$ cat src/rtl/seven_seg_pkg.sv
// -----------------------------------------------------------------------------
// seven_seg_pkg
// Definitions shared by the seven-segment scan decoder and the display driver.
// Segment codes are in common-anode form (0 = lit). Bit order is {a,b,c,d,e,f,g},
// so bit 6 is segment a and bit 0 is segment g.
// Contents: bcd_t nibble type, digit index constants, segment code table,
// and a BCD-to-segment encoder used by the driver side.
// -----------------------------------------------------------------------------
package seven_seg_pkg;

    typedef logic [3:0] bcd_t;

    // Nibble stored for a segment pattern that is not a decimal digit.
    localparam bcd_t BCD_INVALID = 4'hF;

    // Scan position of each digit within one multiplexed frame.
    localparam logic [1:0] DIG_SEC_ONES = 2'd0;
    localparam logic [1:0] DIG_SEC_TENS = 2'd1;
    localparam logic [1:0] DIG_MIN_ONES = 2'd2;
    localparam logic [1:0] DIG_MIN_TENS = 2'd3;

    localparam logic [6:0] SEG_CODE_0 = 7'h01;
    localparam logic [6:0] SEG_CODE_1 = 7'h4F;
    localparam logic [6:0] SEG_CODE_2 = 7'h12;
    localparam logic [6:0] SEG_CODE_3 = 7'h06;
    localparam logic [6:0] SEG_CODE_4 = 7'h4C;
    localparam logic [6:0] SEG_CODE_5 = 7'h24;
    localparam logic [6:0] SEG_CODE_6 = 7'h20;
    localparam logic [6:0] SEG_CODE_7 = 7'h0F;
    localparam logic [6:0] SEG_CODE_8 = 7'h00;
    localparam logic [6:0] SEG_CODE_9 = 7'h04;
    localparam logic [6:0] SEG_CODE_BLANK = 7'h7F;

    function automatic logic [6:0] bcd_to_seg(input bcd_t d);
        logic [6:0] code;
        case (d)
            4'd0:    code = SEG_CODE_0;
            4'd1:    code = SEG_CODE_1;
            4'd2:    code = SEG_CODE_2;
            4'd3:    code = SEG_CODE_3;
            4'd4:    code = SEG_CODE_4;
            4'd5:    code = SEG_CODE_5;
            4'd6:    code = SEG_CODE_6;
            4'd7:    code = SEG_CODE_7;
            4'd8:    code = SEG_CODE_8;
            4'd9:    code = SEG_CODE_9;
            default: code = SEG_CODE_BLANK;
        endcase
        return code;
    endfunction

endpackage

$ cat src/rtl/seg7_to_bcd.sv
// -----------------------------------------------------------------------------
// seg7_to_bcd
// Pure combinational lookup from a common-anode segment pattern to a BCD digit.
// Ports:
//   code  [6:0] in   normalized segment pattern {a..g}, 0 = lit
//   digit [3:0] out  decoded digit, BCD_INVALID when the pattern is not a digit
//   valid       out  pattern matched one of the ten digit codes
// -----------------------------------------------------------------------------
module seg7_to_bcd
    import seven_seg_pkg::*;
(
    input  logic [6:0] code,
    output bcd_t       digit,
    output logic       valid
);

    always_comb begin
        digit = BCD_INVALID;
        valid = 1'b1;
        case (code)
            SEG_CODE_0: digit = 4'd0;
            SEG_CODE_1: digit = 4'd1;
            SEG_CODE_2: digit = 4'd2;
            SEG_CODE_3: digit = 4'd3;
            SEG_CODE_4: digit = 4'd4;
            SEG_CODE_5: digit = 4'd5;
            SEG_CODE_6: digit = 4'd6;
            SEG_CODE_7: digit = 4'd7;
            SEG_CODE_8: digit = 4'd8;
            SEG_CODE_9: digit = 4'd9;
            default: begin
                digit = BCD_INVALID;
                valid = 1'b0;
            end
        endcase
    end

endmodule

$ cat src/rtl/seg_scan_decoder.sv
// -----------------------------------------------------------------------------
// seg_scan_decoder
// Recovers an MM:SS time from a multiplexed four-digit seven-segment display
// bus. Each digit window is sampled once after the lines have been stable for
// SETTLE_CYCLES; a frame is published when the min_tens digit is sampled after
// the three lower digits were seen.
//
// Parameters:
//   CC             1 = common-cathode lines (inverted internally), 0 = common-anode
//   SETTLE_CYCLES  stable cycles required before a window is sampled
//   TIMEOUT_CYCLES cycles without a sample before link_up drops
// Ports:
//   clk, rst            clock, asynchronous active-high reset
//   seven_seg[7:0]  in  segment lines a..g on [6:0], bit 7 ignored
//   digit_en[3:0]   in  digit enables, index 0..3 = sec_ones..min_tens
//   time_bcd[15:0]  out {min_tens, min_ones, sec_tens, sec_ones}
//   time_valid      out frame held on time_bcd/frame_err
//   time_ready      in  consumer accepts the held frame
//   frame_err       out held frame contains an error
//   overrun         out one-cycle pulse when an unaccepted frame is replaced
//   link_up         out a sample was taken within TIMEOUT_CYCLES
// Build option:
//   SEG_SCAN_RANGE_CHECK_EN  when defined, sec_tens>5 or min_tens>5 flags frame_err
// -----------------------------------------------------------------------------
module seg_scan_decoder
    import seven_seg_pkg::*;
#(
    parameter int CC             = 1,
    parameter int SETTLE_CYCLES  = 4,
    parameter int TIMEOUT_CYCLES = 2000
) (
    input  logic        clk,
    input  logic        rst,
    input  logic [7:0]  seven_seg,
    input  logic [3:0]  digit_en,
    output logic [15:0] time_bcd,
    output logic        time_valid,
    input  logic        time_ready,
    output logic        frame_err,
    output logic        overrun,
    output logic        link_up
);

    localparam bit INV = (CC != 0);
    localparam int SW  = $clog2(SETTLE_CYCLES + 1);
    localparam int TW  = $clog2(TIMEOUT_CYCLES + 1);
    localparam logic [SW-1:0] SETTLE_LAST = SW'(SETTLE_CYCLES - 1);
    localparam logic [TW-1:0] TMO_LAST    = TW'(TIMEOUT_CYCLES - 1);
    localparam logic [TW-1:0] TMO_FULL    = TW'(TIMEOUT_CYCLES);

    logic seg_bit7_unused;
    assign seg_bit7_unused = seven_seg[7];

    // ---------------------------------------------------------------- sync
    logic [6:0] seg_s1_q, seg_s2_q;
    logic [3:0] en_s1_q, en_s2_q;

    always_ff @(posedge clk or posedge rst) begin
        if (rst) begin
            seg_s1_q <= '0;
            seg_s2_q <= '0;
            en_s1_q  <= '0;
            en_s2_q  <= '0;
        end else begin
            seg_s1_q <= seven_seg[6:0];
            seg_s2_q <= seg_s1_q;
            en_s1_q  <= digit_en;
            en_s2_q  <= en_s1_q;
        end
    end

    // Internally: enable active-high, segments common-anode (0 = lit).
    logic [6:0] seg_n;
    logic [3:0] en_n;
    assign seg_n = INV ? ~seg_s2_q : seg_s2_q;
    assign en_n  = INV ? ~en_s2_q  : en_s2_q;

    // ---------------------------------------------------------------- decode
    bcd_t dec_digit;
    logic dec_valid;

    seg7_to_bcd u_dec (
        .code  (seg_n),
        .digit (dec_digit),
        .valid (dec_valid)
    );

    logic       onehot;
    logic [1:0] idx;

    always_comb begin
        onehot = 1'b1;
        idx    = DIG_SEC_ONES;
        case (en_n)
            4'b0001: idx = DIG_SEC_ONES;
            4'b0010: idx = DIG_SEC_TENS;
            4'b0100: idx = DIG_MIN_ONES;
            4'b1000: idx = DIG_MIN_TENS;
            default: onehot = 1'b0;
        endcase
    end

    // ---------------------------------------------------------------- settle
    logic [6:0]    seg_prev_q;
    logic [3:0]    en_prev_q;
    logic [SW-1:0] cnt_q, cnt_d;
    logic          sampled_q, sampled_d;
    logic          en_changed, changed, sample;

    assign en_changed = (en_n != en_prev_q);
    assign changed    = en_changed || (seg_n != seg_prev_q);

    // cnt_q counts consecutive unchanged comparisons; the window is taken on the
    // cycle it has reached SETTLE_CYCLES-1 with the value still unchanged.
    assign sample = !changed && onehot && !sampled_q && (cnt_q == SETTLE_LAST);

    always_comb begin
        cnt_d = cnt_q;
        if (changed)
            cnt_d = '0;
        else if (cnt_q != '1)
            cnt_d = cnt_q + 1'b1;

        sampled_d = sampled_q;
        if (en_changed)
            sampled_d = 1'b0;
        else if (sample)
            sampled_d = 1'b1;
    end

    // ---------------------------------------------------------------- timeout
    logic [TW-1:0] tmo_q, tmo_d;
    logic          link_q, link_d;
    logic          timeout_hit;

    assign timeout_hit = !sample && (tmo_q == TMO_LAST);

    always_comb begin
        tmo_d  = tmo_q;
        link_d = link_q;
        if (sample) begin
            tmo_d  = '0;
            link_d = 1'b1;
        end else if (timeout_hit) begin
            tmo_d  = TMO_FULL;
            link_d = 1'b0;
        end else if (tmo_q != TMO_FULL) begin
            tmo_d = tmo_q + 1'b1;
        end
    end

    // ---------------------------------------------------------------- shadows
    bcd_t [3:0] shadow_q, shadow_d;
    logic [3:0] mask_q, mask_d;
    logic       serr_q, serr_d;
    logic       frame_done;

    always_comb begin
        shadow_d   = shadow_q;
        mask_d     = mask_q;
        serr_d     = serr_q;
        frame_done = 1'b0;
        if (sample) begin
            shadow_d[idx] = dec_digit;
            mask_d[idx]   = 1'b1;
            if (!dec_valid)
                serr_d = 1'b1;
            // min_tens closes the scan whether or not the frame was complete
            if (idx == DIG_MIN_TENS) begin
                frame_done = &mask_q[2:0];
                mask_d     = '0;
                serr_d     = 1'b0;
            end
        end else if (timeout_hit) begin
            // a lost link discards the partial frame, error state included
            mask_d = '0;
            serr_d = 1'b0;
        end
    end

    // The min_tens nibble comes straight from the decoder in the completing cycle.
    logic [15:0] frame_bcd;
    logic        range_err;
    logic        frame_err_calc;

    assign frame_bcd = {dec_digit, shadow_q[DIG_MIN_ONES],
                        shadow_q[DIG_SEC_TENS], shadow_q[DIG_SEC_ONES]};

`ifdef SEG_SCAN_RANGE_CHECK_EN
    assign range_err = (shadow_q[DIG_SEC_TENS] > 4'd5) || (dec_digit > 4'd5);
`else
    assign range_err = 1'b0;
`endif

    assign frame_err_calc = serr_q || !dec_valid || range_err;

    // ---------------------------------------------------------------- output
    logic [15:0] bcd_q, bcd_d;
    logic        valid_q, valid_d;
    logic        ferr_q, ferr_d;
    logic        ovr_q, ovr_d;

    always_comb begin
        bcd_d   = bcd_q;
        valid_d = valid_q;
        ferr_d  = ferr_q;
        ovr_d   = 1'b0;
        if (valid_q && time_ready)
            valid_d = 1'b0;
        if (frame_done) begin
            bcd_d   = frame_bcd;
            ferr_d  = frame_err_calc;
            valid_d = 1'b1;
            ovr_d   = valid_q && !time_ready;
        end
    end

    always_ff @(posedge clk or posedge rst) begin
        if (rst) begin
            seg_prev_q <= '0;
            en_prev_q  <= '0;
            cnt_q      <= '0;
            sampled_q  <= 1'b0;
            tmo_q      <= '0;
            link_q     <= 1'b0;
            shadow_q   <= '0;
            mask_q     <= '0;
            serr_q     <= 1'b0;
            bcd_q      <= '0;
            valid_q    <= 1'b0;
            ferr_q     <= 1'b0;
            ovr_q      <= 1'b0;
        end else begin
            seg_prev_q <= seg_n;
            en_prev_q  <= en_n;
            cnt_q      <= cnt_d;
            sampled_q  <= sampled_d;
            tmo_q      <= tmo_d;
            link_q     <= link_d;
            shadow_q   <= shadow_d;
            mask_q     <= mask_d;
            serr_q     <= serr_d;
            bcd_q      <= bcd_d;
            valid_q    <= valid_d;
            ferr_q     <= ferr_d;
            ovr_q      <= ovr_d;
        end
    end

    assign time_bcd   = bcd_q;
    assign time_valid = valid_q;
    assign frame_err  = ferr_q;
    assign overrun    = ovr_q;
    assign link_up    = link_q;

endmodule

$ cat config.mk
export PLATFORM = sky130hd
export DESIGN_NAME = seg_scan_decoder
export DESIGN_NICKNAME = d
export VERILOG_FILES = /design/src/rtl/seven_seg_pkg.sv /design/src/rtl/seg7_to_bcd.sv /design/src/rtl/seg_scan_decoder.sv
export SDC_FILE = /design/constraint.sdc
export NUM_CORES = 1
export LEC_CHECK = 0
export BUFFER_PORTS_ARGS = -buffer_cell sky130_fd_sc_hd__buf_2
export CORE_MARGIN = 2
export CORE_UTILIZATION = 55
export CTS_CLUSTER_SIZE = 12
export DETAILED_ROUTE_END_ITERATION = 12
export GPL_ROUTABILITY_DRIVEN = 0
export PLACE_DENSITY = 0.72
export SYNTH_ARGS = -nofsm -noshare
export SYNTH_HDL_FRONTEND = slang
export SYNTH_SLANG_ARGS = --single-unit
$ cat constraint.sdc
create_clock -name clk -period 7 [get_ports clk]
set_input_delay 0.35 -clock clk [delete_from_list [all_inputs] [get_ports clk]]
set_output_delay 0.35 -clock clk [all_outputs]
set_load 0.1 [all_outputs]
==> results.sh, run 1 <==
export IMPL_outcome="finished, final reports clean"
export IMPL_drv_slew=0
export IMPL_start_util=0.5664
export IMPL_fin_crit_ns=2.520
export IMPL_cts_sinks=84
export IMPL_syn_avg_cell_area_um2=12.04
export IMPL_cts_resized=0
export IMPL_grt_most_used_layer="met2"
export IMPL_cts_tree="done"
export IMPL_grt_util_met3=0.04720
export IMPL_p_total_mw=0.8824
export IMPL_regArea_um2=2102
export IMPL_synthesis_instances=297
export IMPL_netlist_area_um2=3576
export IMPL_drc=0
export IMPL_max_cap_violations=0
export IMPL_grt_usage=0.1810
export IMPL_fillers=532
export IMPL_vias=2227
export IMPL_synth_edf_count=0
export IMPL_placed_area_um2=3781
export IMPL_cp_start_kind="register"
export IMPL_fin_skew_ns=0.01207
export IMPL_postCtsSetupBuffers=0
export IMPL_dieArea_um2=7163
export IMPL_worstSkewPairLatency_ns=0.35
export IMPL_root_buffer="clkbuf_8"
export IMPL_path_class="register to register"
export IMPL_syn_num_nets=317
export IMPL_rsz0062_at_grt="false"
export IMPL_grtUsageMet2=0.2827
export IMPL_path_clk_slew_ns=0.08
export IMPL_htreeDepth=3
export IMPL_antenna_cells=0
export IMPL_antenna_found_initial=0
export IMPL_grt_max_degree=85
export IMPL_seq_area_frac_synth=0.5878
export IMPL_worst_pin_slew_ns=1.008
export IMPL_die_x_um=84.64
export IMPL_setup_tns_ns=0
export IMPL_peakVddDrop_v=0.0001713
export IMPL_setup_viol=0
export IMPL_hold_path_class="input pin to register"
export IMPL_p_leak_nw=2.032
export IMPL_detailedPlacementHpwl_mm=3.969
export IMPL_initialDrtViolationCount=189
export IMPL_grt_util_met1=0.2457
export IMPL_fp_dieH_um=84.64
export IMPL_stdcell_area_um2=3981
export IMPL_yosysWarnings=0
export IMPL_crit_path_max_fanout=18
export IMPL_synthFlopType="dfrtp_1"
export IMPL_rows=29
export IMPL_wl_per_cell_um=13.94
export IMPL_synth_cell_types=48
export IMPL_ys_ff_latch=84
export IMPL_grt_ovfl_total=0
export IMPL_cts_buffers=9
export IMPL_hold_buffers=0
export IMPL_port_buffers=33
export IMPL_layout_area_overhead_vs_synth_pct=11.34
export IMPL_dr_pass1_iters=4
export IMPL_timing_hold_violations_final=0
export IMPL_drt_wl_total_mm=5.745
export IMPL_fin_nets=350
export IMPL_crit_arrival_ns=2.76
export IMPL_crit_required_ns=7.24
export IMPL_core_um2=6314
export IMPL_timing_slew_headroom=0.3280
export IMPL_multi_input_area_um2=1315
export IMPL_drive_gt1_frac=0.2448
export IMPL_grt_pass1_wl_mm=10.16
export IMPL_pwr_density_cell_nw_per_um2=221.6
export IMPL_via_per_inst=5.405
export IMPL_fin_crit_sh=0.3600
export IMPL_crit_path_end_kind="register"
export IMPL_grt_pass1_vias=2194
export IMPL_postRouteAntennaNets=0
export IMPL_clock_path_buffers=2
export IMPL_max_freq_ghz=0.3968
export IMPL_ios=35
export IMPL_synthArstFlopShare=1.000
export IMPL_holdWs_ns=0.1013
registers in the layout, summed over array words and instances, names as in the netlist:
signal and flops:
frame_bcd 12, cnt_q 3, overrun 1, serr_q 1
frame_err 1, seg_prev_q 7, mask_q 3, tmo_q 11
seg_s2_q 7, link_up 1, sampled_q 1, time_bcd 16
seg_s1_q 7, en_prev_q 4, time_valid 1, en_s1_q 4
en_s2_q 4
cells in the final DEF (no fill, tap or decap), drive strengths merged, types with 4 or more instances in the layout:
master  instances
nand4           7
xor2           13
dfrtp          84
inv            25
o21ai           7
or3b            4
nand3           9
nor3            9
mux2i          12
ha              5
a21oi           7
nand2          14
nor2           21
buf            34
xnor2          10
clkbuf         11
mux2           20
through the flow:
step	util	std cells	setup WS, ns
floorplan	-	297	4.485
global placement	0.5989	396	4.509
detailed placement	0.5989	396	4.506
CTS	0.6306	412	4.489
global route	0.6306	412	4.372
finish	0.6306	412	4.480
path summary, 6_finish.rpt:
path | to | start | cells after the start | slack (ns)
setup / recovery | time_bcd[3] | seg_s2_q[0] | 5 | 4.48
hold / removal | seg_s1_q[5] | seven_seg[5] | 1 | 0.10
setup reg to reg | time_bcd[3] | seg_s2_q[0] | 5 | 4.48
hold reg to reg | en_s2_q[0] | en_s1_q[0] | 0 | 0.35
max in group asynchronous | mask_q[1] | rst | 3 | 6.05
min in group asynchronous | tmo_q[3] | rst | 3 | 0.31
synth_stat cells (3+ instances only):
| master | number | area, um2 |
|---|---|---|
| ha_1 | 5 | 62.56 |
| nand3_1 | 9 | 45.04 |
| a21oi_1 | 7 | 35.03 |
| o21ai_0 | 7 | 35.03 |
| mux2_2 | 14 | 157.7 |
| or3b_2 | 4 | 35.03 |
| nand2_1 | 13 | 48.80 |
| buf_2 | 7 | 35.03 |
| nor2_1 | 21 | 78.83 |
| mux2i_1 | 12 | 120.1 |
| xnor2_1 | 10 | 87.58 |
| mux2_4 | 6 | 90.09 |
| nand3b_1 | 3 | 22.52 |
| nor4_1 | 3 | 18.77 |
| inv_1 | 25 | 93.84 |
| clkbuf_1 | 3 | 11.26 |
| nand4_1 | 7 | 43.79 |
| nor3_1 | 9 | 45.04 |
| xor2_1 | 13 | 113.9 |
| dfrtp_1 | 84 | 2102 |
| a31oi_1 | 3 | 18.77 |
cell type report:
| cell class | instances | share of cell area |
|---|---|---|
| tap | 77 | 0.02420 |
| sequential | 84 | 0.5280 |
| clock buffer | 11 | 0.03551 |
| multi-input combinational | 176 | 0.3303 |
| timing repair buffer | 34 | 0.04337 |
| inverter | 25 | 0.02388 |
| clock inverter | 5 | 0.01477 |
power breakdown:
group	leakage (nW)	internal, mW	switching (mW)	total, mW
Sequential	1.08	0.494	0.0103	0.505
Combinational	0.853	0.0132	0.0219	0.0350
Clock	0.0959	0.175	0.167	0.343
cells by family after synthesis:
logic type / Yosys count / synth area share
simple gates: 87 / 0.1375
compound gates: 28 / 0.05074
mux: 32 / 0.1029
buf+inv: 37 / 0.04444
xor+xnor: 23 / 0.05633
flops: 84 / 0.5878
fa+ha+maj: 6 / 0.02029
critical path, stage by stage (launching register included):
cell	delay, ns
dfrtp_1	0.51
xnor2_1	0.20
or4_4	0.54
nor4b_4	0.50
nand2_4	0.29
mux2_4	0.36
metal layers:
layer  vias to the layer above  part of all wire
met5                         -                 0
met4                         0             0.015
met3                         7             0.053
met2                        61              0.47
met1                      1081              0.46
li1                       1078                 -
No activity file was read; power rests on OpenSTA's default activity.
==> run 2: changes to the inputs <==
==> constraint.sdc (replaced) <==
create_clock -name clk -period 2.49 [get_ports clk]
set_input_delay 0.1245 -clock clk [delete_from_list [all_inputs] [get_ports clk]]
set_output_delay 0.1245 -clock clk [all_outputs]
set_load 0.1 [all_outputs]
==> results.sh, run 2 (synthesis gave the netlist of run 1 again) <==
export IMPL_outcome="finished, final reports clean"
export IMPL_path_clk_slew_ns=0.08
export IMPL_worst_pin_slew_ns=0.6880
export IMPL_final_common_cell="dfrtp_1"
export IMPL_htreeDepth=3
export IMPL_utilization=0.6653
export IMPL_drt_wl_total_mm=6.036
export IMPL_placed_area_um2=3846
export IMPL_fin_ws_ns=0.1798
export IMPL_r2r_start="seg_s2_q[5]"
export IMPL_p_leak_nw=2.142
export IMPL_via_per_inst=5.428
export IMPL_core_um2=6314
export IMPL_fin_nets=370
export IMPL_hold_path_startpoint="time_ready"
export IMPL_final_cell_mix="dfrtp_1, buf_2, inv_1"
export IMPL_timing_slew_headroom=0.5408
export IMPL_grt_pass1_vias=2354
export IMPL_antenna_cells=0
export IMPL_grt_ovfl_total=0
export IMPL_grt_pass1_wl_mm=10.45
export IMPL_crit_path_end_kind="register"
export IMPL_pwr_density_cell_nw_per_um2=628.5
export IMPL_grt_max_degree=45
export IMPL_place_ws_ns=0.07544
export IMPL_max_cap_violations=0
export IMPL_grt_usage=0.1870
export IMPL_peakVddDrop_v=0.0003997
export IMPL_antenna_found_initial=0
export IMPL_path_class="register to register"
export IMPL_fillers=481
export IMPL_vias=2334
export IMPL_max_freq_ghz=0.4329
export IMPL_stdcell_count=430
export IMPL_stdcell_area_um2=4200
export IMPL_fin_skew_ns=0.008415
export IMPL_drc=0
export IMPL_fin_crit_sh=0.9278
export IMPL_cts_tree="done"
export IMPL_layout_area_overhead_vs_synth_pct=17.46
export IMPL_cts_resized=0
export IMPL_dr_pass1_iters=4
export IMPL_crit_path_max_fanout=18
export IMPL_postRouteAntennaNets=0
export IMPL_holdPathStages=3
export IMPL_hold_path_class="input pin to register"
export IMPL_cts_buffers=9
export IMPL_port_buffers=33
export IMPL_setup_viol=0
export IMPL_ios=35
export IMPL_fin_crit_ns=2.310
export IMPL_wl_per_cell_um=14.04
export IMPL_die_x_um=84.64
export IMPL_rsz0062_at_grt="false"
export IMPL_holdWs_ns=0.05031
export IMPL_start_util=0.5664
export IMPL_worstSkewPairLatency_ns=0.34
export IMPL_holdPathEnd="overrun"
export IMPL_dp_cells=403
export IMPL_drv_slew=0
export IMPL_cp_start_kind="register"
export IMPL_detailedPlacementHpwl_mm=4.190
export IMPL_largest_reg_flops=16
export IMPL_clock_path_buffers=2
export IMPL_drive_gt1_frac=0.2521
export IMPL_crit_required_ns=2.72
export IMPL_reg2reg_to="time_bcd[3]"
export IMPL_p_total_mw=2.640
export IMPL_rows=29
export IMPL_root_buffer="clkbuf_8"
export IMPL_rrSetupSlack_ns=0.18
export IMPL_initialDrtViolationCount=114
export IMPL_r2r_cells=6
export IMPL_setup_tns_ns=0
export IMPL_crit_arrival_ns=2.54
export IMPL_timing_hold_violations_final=0
export IMPL_fp_dieH_um=84.64
export IMPL_dieArea_um2=7163
export IMPL_cts_sinks=84
[run 2: changes by cell type in the layout (fill, tap and decap cells not counted)]
cell | previous run | this run
buf_12 | 0 | 1
buf_4 | 1 | 8
bufinv_16 | 1 | 3
clkbuf_1 | 1 | 0
clkbuf_8 | 10 | 9
clkinvlp_4 | 2 | 1
dlygate4sd3_1 | 0 | 12
inv_6 | 1 | 0
[run 2: where the power goes]
part / switching, mW / internal, mW
Clock: 0.445 / 0.653
Sequential: 0.0220 / 1.39
Combinational: 0.0736 / 0.0564
[run 2: area by class of cell]
cell class,instances,area [um2],area share
Timing Repair Buffer,54,365.4,0.08698
Multi-Input combinational cell,176,1315,0.3131
Inverter,25,95.09,0.02264
Tap cell,77,96.34,0.02294
Sequential cell,84,2102,0.5004
Clock inverter,5,102.6,0.02443
Clock buffer,9,123.9,0.02949
[run 2: worst max path at each step]
stage	startpoint	end	slack (ns)	cells past startpoint
after floorplan	seg_s2_q[0]	time_bcd[0]	0.14	7
after global placement	seg_s2_q[2]	time_bcd[5]	0.13	5
after detailed placement	seg_s2_q[2]	time_bcd[5]	0.08	5
after CTS	seg_s2_q[2]	time_bcd[3]	0.06	5
after global routing	seg_s2_q[5]	time_bcd[0]	0.08	6
final	seg_s2_q[5]	time_bcd[3]	0.18	6
[run 2: timing repair]
| action | in CTS | in global routing |
|---|---|---|
| endpoints found under the setup margin | 0 | 16 |
| setup buffers | 0 | 1 |
| hold endpoints to repair | 51 | 0 |
| hold buffers | 12 | 0 |
[run 2: worst max-delay path: stages (launching register included)]
cell	delay, ns
dfrtp_1	0.47
xnor2_1	0.18
or4_4	0.56
nor4b_4	0.27
buf_4	0.19
nand2_4	0.17
mux2_4	0.36
[run 2: layer usage]
layer / share of wire / vias up / wire (um) / global-route usage
li1: - / 1117 / - / -
met4: 0.028 / 0 / 172 / 0.09524
met3: 0.037 / 17 / 225 / 0.04916
met1: 0.45 / 1136 / 2731 / 0.2389
met2: 0.48 / 64 / 2906 / 0.2956
met5: 0 / - / 0 / 0
==> run 3: changes to the inputs <==
--- a/config.mk
+++ b/config.mk
@@ -5,6 +5,7 @@
 export SDC_FILE = /design/constraint.sdc
 export NUM_CORES = 1
 export LEC_CHECK = 0
+export ABC_AREA = 1
 export BUFFER_PORTS_ARGS = -buffer_cell sky130_fd_sc_hd__buf_2
 export CORE_MARGIN = 2
 export CORE_UTILIZATION = 55
==> results.sh, run 3 <==
export IMPL_synth_top_cell_by_area="dfrtp_1"
export IMPL_fillers=510
export IMPL_synth_edf_count=0
export IMPL_htreeDepth=3
export IMPL_cp_start_kind="register"
export IMPL_fp_dieH_um=85.96
export IMPL_synthFlopType="dfrtp_1"
export IMPL_pwr_density_cell_nw_per_um2=599.7
export IMPL_drive_gt1_frac=0.1542
export IMPL_path_class="register to register"
export IMPL_fin_nets=495
export IMPL_ys_ff_latch=84
export IMPL_wl_per_cell_um=11.45
export IMPL_grt_max_degree=45
export IMPL_p_leak_nw=2.368
export IMPL_antenna_found_initial=0
export IMPL_grt_util_met1=0.2473
export IMPL_holdWs_ns=0.005300
export IMPL_fin_crit_ns=1.839
export IMPL_grt_util_met3=0.03754
export IMPL_p_total_mw=2.550
export IMPL_yosys_area_top_type_share=0.5689
export IMPL_stdcell_count=557
export IMPL_core_um2=6422
export IMPL_hold_path_startpoint="time_ready"
export IMPL_grt_most_used_layer="met2"
export IMPL_initialDrtViolationCount=150
export IMPL_grt_pass1_vias=2635
export IMPL_rrSetupSlack_ns=0.65
export IMPL_root_buffer="clkbuf_8"
export IMPL_holdPathStages=4
export IMPL_start_util=0.5753
export IMPL_layout_area_overhead_vs_synth_pct=15.10
export IMPL_fin_skew_ns=0.01539
export IMPL_peakVddDrop_v=0.0003933
export IMPL_synthesis_instances=424
export IMPL_final_common_cell="nand2_1"
export IMPL_worstSkewPairLatency_ns=0.36
export IMPL_hold_path_class="input pin to register"
export IMPL_utilization=0.6622
export IMPL_yosysWarnings=0
export IMPL_final_cell_mix="nand2_1, dfrtp_1, inv_1"
export IMPL_detailedPlacementHpwl_mm=4.445
export IMPL_ios=35
export IMPL_placed_area_um2=3925
export IMPL_cts_tree="done"
export IMPL_timing_hold_violations_final=0
export IMPL_stdcell_area_um2=4253
export IMPL_postRouteAntennaNets=0
export IMPL_drt_wl_total_mm=6.378
export IMPL_via_per_inst=4.880
export IMPL_fin_ws_ns=0.6506
export IMPL_rows=29
export IMPL_crit_path_end_kind="register"
export IMPL_syn_num_nets=444
export IMPL_max_freq_ghz=0.5436
export IMPL_place_ws_ns=0.6237
export IMPL_synth_area_leaders="dfrtp_1, nand2_1, nand3_1"
export IMPL_die_x_um=85.96
export IMPL_setup_tns_ns=0
export IMPL_syn_avg_cell_area_um2=8.714
export IMPL_synth_common_cells="nand2_1, dfrtp_1, inv_1"
export IMPL_drv_slew=0
export IMPL_timing_slew_headroom=0.5186
export IMPL_cts_resized=0
export IMPL_seq_area_frac_synth=0.5689
export IMPL_synth_most_common_cell="nand2_1"
export IMPL_fin_crit_sh=0.7387
export IMPL_clock_path_buffers=2
export IMPL_rsz0062_at_grt="false"
export IMPL_crit_path_max_fanout=24
export IMPL_reg2reg_to="time_bcd[15]"
export IMPL_r2r_cells=9
export IMPL_dp_cells=529
export IMPL_port_buffers=33
export IMPL_cts_sinks=84
export IMPL_path_clk_slew_ns=0.09
export IMPL_crit_required_ns=2.74
export IMPL_grt_usage=0.1944
export IMPL_drc=0
export IMPL_max_cap_violations=0
export IMPL_dieArea_um2=7389
export IMPL_worst_pin_slew_ns=0.7213
export IMPL_holdPathEnd="overrun"
export IMPL_crit_arrival_ns=2.09
export IMPL_grt_ovfl_total=0
export IMPL_antenna_cells=0
export IMPL_r2r_start="cnt_q[0]"
export IMPL_cts_buffers=9
export IMPL_outcome="finished, final reports clean"
export IMPL_grtUsageMet2=0.3185
export IMPL_grt_pass1_wl_mm=11.28
export IMPL_largest_reg_flops=16
export IMPL_synth_cell_types=31
export IMPL_vias=2718
export IMPL_netlist_area_um2=3695
export IMPL_synthArstFlopShare=1.000
export IMPL_dr_pass1_iters=4
export IMPL_setup_viol=0
-- run 3: cell count changes in the layout (fill, tap and decap cells not counted), moves of 7 or more --
cell	before	now
nand2_1	13	138
nand3_1	9	36
inv_1	24	45
nor2_1	21	41
mux2_2	14	0
mux2i_1	12	0
xnor2_1	10	2
xor2_1	13	5
buf_4	8	1
-- run 3: power by group --
group / switching [mW] / leakage (nW) / internal [mW]
combinational: 0.0827 / 1.18 / 0.0479
sequential: 0.0218 / 1.08 / 1.39
clock: 0.509 / 0.101 / 0.499
total: 0.613 / 2.37 / 1.94
-- run 3: area by class of cell --
cell class / instances / area (um2) / area share
Clock inverter: 6 / 70.07 / 0.01648
Clock buffer: 10 / 137.6 / 0.03236
Tap cell: 77 / 96.34 / 0.02265
Inverter: 53 / 202.7 / 0.04766
Multi-Input combinational cell: 280 / 1331 / 0.3130
Timing Repair Buffer: 47 / 312.8 / 0.07355
Sequential cell: 84 / 2102 / 0.4943
-- run 3: how the worst max path moves through the flow --
| stage | start | to | slack, ns | depth (start not counted) |
|---|---|---|---|---|
| floorplan | rst | cnt_q[0] | 0.20 | 1 |
| global placement | cnt_q[0] | time_bcd[15] | 0.66 | 9 |
| detailed placement | cnt_q[0] | time_bcd[15] | 0.62 | 9 |
| CTS | cnt_q[0] | time_bcd[11] | 0.62 | 9 |
| global route | cnt_q[0] | time_bcd[15] | 0.43 | 9 |
| finish | cnt_q[0] | time_bcd[15] | 0.65 | 9 |
-- run 3: kinds of logic after synthesis --
logic type | synth area share
and+or+nand+nor | 0.3004
DFF | 0.5689
buffers and inverters | 0.07078
AOI/OAI and AO/OA | 0.02642
xor gates and xnor gates | 0.01659
adders and majority gates | 0.01693
-- run 3: per-layer routing --
| metal | vias to the layer above | wire (um) |
|---|---|---|
| li1 | 1418 | - |
| met5 | - | 0 |
| met2 | 63 | 3014 |
| met1 | 1228 | 2947 |
| met4 | 0 | 125 |
| met3 | 9 | 291 |
-- run 3: timing repair --
| item | 4_1_cts | 5_1_grt |
|---|---|---|
| hold endpoints to repair | 51 | 0 |
| hold buffers | 12 | 0 |
| buffers inserted | 0 | 0 |
-- run 3: critical path, cell delays in order (launching register included) --
cell and delay, ns:
dfrtp_1 0.37, ha_1 0.18, ha_1 0.17, nand2_1 0.13, nor2_8 0.17, nand3_4 0.10, inv_4 0.22, nand2_4 0.20
nand2_1 0.13, o21ai_2 0.06
